### src/rtl/or_arbiter.sv
// Round-robin arbiter sharing one bitwise-OR datapath among four requesters,
// with a single-entry valid/ready output register tagged by requester index.
module or_arbiter #(
  parameter int WIDTH = 5,
  parameter int NREQ  = 4
) (
  input  logic                  clk,
  input  logic                  rst,
  input  logic [NREQ-1:0]       req,
  input  logic [NREQ*WIDTH-1:0] a_in,
  input  logic [NREQ*WIDTH-1:0] b_in,
  output logic [NREQ-1:0]       gnt,
  output logic [WIDTH-1:0]      z,
  output logic [1:0]            z_id,
  output logic                  z_valid,
  input  logic                  z_ready
);

  logic [1:0]       ptr;
  logic [1:0]       win_idx;
  logic             win_valid;
  logic             can_accept;
  logic [1:0]       idx;
  logic [WIDTH-1:0] a_sel;
  logic [WIDTH-1:0] b_sel;

  assign can_accept = !z_valid || z_ready;

  // Search starts at ptr and wraps; the first pending requester wins.
  always_comb begin
    win_idx   = 2'd0;
    win_valid = 1'b0;
    idx       = 2'd0;
    for (int k = 0; k < NREQ; k++) begin
      idx = ptr + 2'(k);
      if (!win_valid && req[idx]) begin
        win_valid = 1'b1;
        win_idx   = idx;
      end
    end
  end

  always_comb begin
    gnt = '0;
    if (!rst && can_accept && win_valid) begin
      gnt[win_idx] = 1'b1;
    end
  end

  assign a_sel = a_in[win_idx*WIDTH +: WIDTH];
  assign b_sel = b_in[win_idx*WIDTH +: WIDTH];

  // A grant may load over a result being consumed on the same edge.
  always_ff @(posedge clk) begin
    if (rst) begin
      z       <= '0;
      z_id    <= 2'd0;
      z_valid <= 1'b0;
      ptr     <= 2'd0;
    end else if (|gnt) begin
      z       <= a_sel | b_sel;
      z_id    <= win_idx;
      z_valid <= 1'b1;
      ptr     <= win_idx + 2'd1;
    end else if (z_ready) begin
      z_valid <= 1'b0;
    end
  end

endmodule

### config.mk
export PLATFORM = sky130hd
export DESIGN_NAME = or_arbiter
export DESIGN_NICKNAME = d
export VERILOG_FILES = /design/src/rtl/or_arbiter.sv
export SDC_FILE = /design/constraint.sdc
export NUM_CORES = 1
export LEC_CHECK = 0
export CAP_MARGIN = 20
export CORE_MARGIN = 3
export CORE_UTILIZATION = 30
export CTS_BUF_LIST = sky130_fd_sc_hd__clkbuf_16
export DETAILED_ROUTE_END_ITERATION = 7
export GPL_TIMING_DRIVEN = 0
export PLACE_DENSITY_LB_ADDON = 0.1
export SKIP_CTS_REPAIR_TIMING = 1
export SLEW_MARGIN = 40
export SYNTH_ARGS = -nofsm -noshare
export SYNTH_HDL_FRONTEND = slang
export SYNTH_SLANG_ARGS = --single-unit
export TNS_END_PERCENT = 1
### constraint.sdc
create_clock -name clk -period 2.15 [get_ports clk]
set_input_delay 0.43 -clock clk [delete_from_list [all_inputs] [get_ports clk]]
set_output_delay 0.43 -clock clk [all_outputs]
set_load 0.02 [all_outputs]
Yosys cells after proc, flatten, opt, wreduce, memory -nomap -nowiden

Index checks and enable logic that the tools add are counted.

Memory bits (read-only): 0
Input bits: 47
RAM bits: 0
Output and inout bits: 12
Register bits after elaboration: 10
Memories kept: 0
Word-level logic and storage cells: 53
Bits in latches: 0

Add/sub/neg operators: 4
Multipliers: 1
Bitwise logic cells: 1
Muxes and demuxes: 21
Shift-type cells: 2
Magnitude comparators: 6
Reduce and logical (&&, ||, !) cells: 14
Eq/ne operators: 0
Div/mod/pow operators: 0

Operators by type and width:

| cell                                                               | count |
|---|---|
| indexed part select 20 x 6 -> 5 bit                                | 2 |
| less-than comparator 2 x 3 -> 1 bit (second input constant)        | 5 |
| two-way mux 1 bit                                                  | 11 |
| binary-select mux 1 bit (select 2 bit)                             | 4 |
| two-way mux 2 bit                                                  | 4 |
| logical AND 1 bit                                                  | 6 |
| zero test 1 bit                                                    | 5 |
| multiplier 2 x 3 -> 5 bit (second input constant)                  | 1 |
| OR 5 bit                                                           | 1 |
| adder 2 x 1 -> 2 bit (second input constant)                       | 2 |
| adder 2 bit (second input constant)                                | 2 |
| two-way mux 4 bit                                                  | 1 |
| OR reduction 4 bit                                                 | 1 |
| demux 1 bit (select 2 bit)                                         | 1 |
| greater-or-equal comparator 2 x 1 -> 1 bit (second input constant) | 1 |
| nonzero test 2 bit                                                 | 1 |
| logical OR 1 bit                                                   | 1 |

Depth between registers and ports, before layout

Depth after elaboration: 19
Depth in mapped cells: 7

Least setup slack after synthesis

Ideal clock, no wire load.

Kind: reg-to-output
From: register ptr[1]
To: output gnt[2]
Slack: 0.013 ns
Cell stages (with the launch flop): 7
Arrival: 1.707 ns
Cells stage by stage: dfxtp_1 nand2b_1 a21o_2 and3_4 buf_12 buf_12 nor3b_1

Longest elaborated chain between the ends: 17

RTL lines:

| item                                                                                         | line | source |
|---|---|---|
| from (decl)                                                                                  | 19   | `logic [1:0] ptr;` |
| from (signal assigned)                                                                       | 64   | `ptr <= win_idx + 2'd1;` |
| parallel branches: the longest is 16 deep, another holds less-than comparator 2 x 3 -> 1 bit | n/a  |  |
| two-way mux 4 bit *                                                                          | 45   | `if (!rst && can_accept && win_valid) begin` |
| to (decl)                                                                                    | 12   | `output logic [NREQ-1:0] gnt,` |

Mark *: on every way between the ends. The select of a mux whose other input is x is not followed.

Worst setup path after layout

From: input z_ready
To: output gnt[2]

Longest elaborated chain between the ends: 4

RTL lines:

| item                            | line | source |
|---|---|---|
| from (decl)                     | 16   | `input logic z_ready` |
| logical OR 1 bit                | 27   | `assign can_accept = !z_valid \|\| z_ready;` |
| logical AND 1 bit (2 in series) | 45   |  |
| two-way mux 4 bit               | 45   |  |

Every way passes these cells.

==> results.md <==
- Status: complete, no violations
- Fillers: approximately 170
- Worst slew pin tran: 0.536 ns
- Mapped Cells: 81
- Achievable Freq: roughly 470 MHz
- Peak supply drop: between 0.3 and 0.4 mV
- Hold Crit Class: reg -> reg
- Yosys top cell area share: between 20% and 30%
- Starting Density: about 34%
- Hold_sp: z_id[0]
- Setup WS pre-CTS: -0.892 ns
- CP max FO: 4
- Synth warnings: 0
- Multi-input logic area: 492 um^2
- Hold path endpoint: z_id[0]
- Sequential Power Share: around a quarter
- Max-slew violations: 0
- Drt initial violations: 8
- Startpoint Class: input pin
- R2r endpoint: z[2]
- Root Buffer: clkbuf_16
- Final WL: between 2000 and 2500 um
- Worst-path clk slew: around 0.04 ns
- Final Util: 70.4%
- Clock Latency Late Sink: between 0.2 and 0.25 ns
- Reg area: around 200 um^2
- Nets@finish: 197
- Buffers on Ports: 58
- CTS tree: built
- Req. time, crit path: about 1.7 ns
- Combinational power share: a little under two fifths
- Vias in the first global route: 812
- Reg2reg start: ptr[1]
- Clock share of power: between 30% and 40%
- Wire length per cell: around 13 um
- Die H: roughly 54 um
- Seq/Total Area, Yosys: 28.5%
- Slew HR: between 60 and 70%
- Sw Pwr: ~0.23 mW
- Register bit total from synthesis: 10
- Antenna violations before repair: 0
- Tmin final: 2.11 ns
- Worst hold slack: ~0.45 ns
- Die area: between 2000 and 3000 um^2
- Most common cell after layout, fill and taps aside: clkdlybuf4s50_1
- R2R Setup Slk: 0.37 ns
- Mapped Area: approximately 700 um^2
- Deepest clock path buffer count: 2
- Global-route wire length before repair: approximately 3200 um
- # rows: 16
- Max H-tree Level: 1
- Post-DP HPWL: approximately 1900 um
- Total gr overflow: 0
- Most frequent cells in the layout: clkdlybuf4s50_1, nor2_1, dfxtp_1
- Final setup margin: between 0.04 and 0.05 ns
- Layout cell share with drive strength beyond 1: 19.5%
- Syn Area/Cell: just under 9 um^2
- Number of diodes: 0
- DR vias: slightly below 900
- Synth top area cells: dfxtp_1, nor2_1, a221o_1, mux2i_1, a211oi_1
- TritonCTS Buffers: 3
- Antenna Nets Post-Route: 0
- Switching share of power: around a quarter
- Die Width: 54.4 um
- Boundary Pins: around 60
- Largest net degree at the start of global routing: 11
- Post-synth cell types: 28
- Post-Syn Nets: between 100 and 150
- Worst Path Class, Setup: in -> out
- # clock sinks: 10
- Final Hold Fails: 0
- P_int: 0.653 mW
- Post-synth top area cell: dfxtp_1
- Setup violations, final: 0
- Pwr Density: around 600 nW/um^2
- Max-cap violations: 0
- CORE AREA: roughly 2100 um^2
- Critical path endpoint category: output port
- Tcrit/Tclk final: a little over nine tenths
- Routability Congestion: about 0.72
- Leakage: between 0.6 and 0.7 nW
- Vias per inst: 4.91
- Worst Hold Depth: 2
- R2R cell count: 7
- Remaining DRCs: 0
- Pre-antenna DRT Iters: 4
- Area Overhead vs Synth: 109%
- Sum Neg Setup Slack: 0 ns
- Critical path arrival: about 1.7 ns
- Clock Skew: around 0.0028 ns
- GRT Resource Usage Total: between 10% and 20%
[metal layers]
metal / GRT usage (%) / vias to the layer above / part of all wire [%]
met5: 0 / - / 0
met4: 7.47 / 0 / 1.5
met3: 2.45 / 4 / 11
met2: 25.1 / 44 / 45
met1: 17.2 / 372 / 42
li1: - / 445 / -
[worst max-delay path by stage]
| stage | from | end | slack (ns) | depth (start not counted) |
|---|---|---|---|---|
| floorplan | ptr[1] | gnt[2] | 0.01 | 6 |
| global placement | req[2] | gnt[0] | -0.83 | 8 |
| detailed placement | req[2] | gnt[0] | -0.89 | 8 |
| CTS | req[2] | gnt[0] | -0.89 | 8 |
| global route | z_ready | gnt[2] | -0.03 | 5 |
| finish | z_ready | gnt[2] | 0.04 | 5 |
[metrics by stage]
step	power [mW]	instances	instance area, um^2
floorplan	0.392	81	703
global placement	0.549	166	1320
detailed placement	0.556	166	1320
CTS	0.880	170	1400
global route	0.924	176	1470
finish	0.887	176	1470
[area by class of cell]
class / count / share of cell area [%]
clock buffers: 3 / 5.12
plain buffers: 1 / 1.37
inverters: 1 / 0.256
repair buffers: 65 / 43.3
well taps: 27 / 2.30
flip-flops and latches: 10 / 13.9
multi-input cells: 68 / 33.5
clock inverters: 1 / 0.256
[power by group through the flow]
stage                     clock network (mW)  logic (mW)  registers, mW
after floorplan                            0       0.134          0.257
after global placement                     0       0.319          0.231
after detailed placement                   0       0.325          0.231
after CTS                              0.327       0.326          0.228
after global routing                   0.338       0.355          0.230
final                                  0.326       0.333          0.228
[cells by family (layout without fill, tap and decap cells)]
group                     Yosys count  after routing  share of synthesized area (%)
buffers and inverters               3             71                           6.23
DFF                                10             10                           28.5
AOI/OAI and AO/OA                  24             24                           28.6
xor gates and xnor gates            1              1                           1.25
muxes                               6              6                           9.25
and+or+nand+nor                    37             37                           26.2
[Yosys cell counts (all sizes together)]
cell,instances
and3,2
nand2,5
nor2b,2
nor2,21
nor3,2
nand3b,1
buf,2
nand2b,1
o221ai,1
a21o,1
mux2i,5
nor3b,1
mux2,1
o22a,1
o21a,1
inv,1
nor4,1
or3,1
dfxtp,10
a221o,5
a21oi,3
a211oi,7
a311oi,5
xnor2,1
[sequential cells by signal, indices dropped and copies added (netlist names)]
signal,cells
z_valid,1
z_id,2
z,5
ptr,2
[worst max-delay path: stages]
cell             delay, ns
clkdlybuf4s50_1       0.45
nor2b_1               0.09
or3_4                 0.37
nor3b_2               0.15
buf_2                 0.18
(Power assumes the default switching activity.)
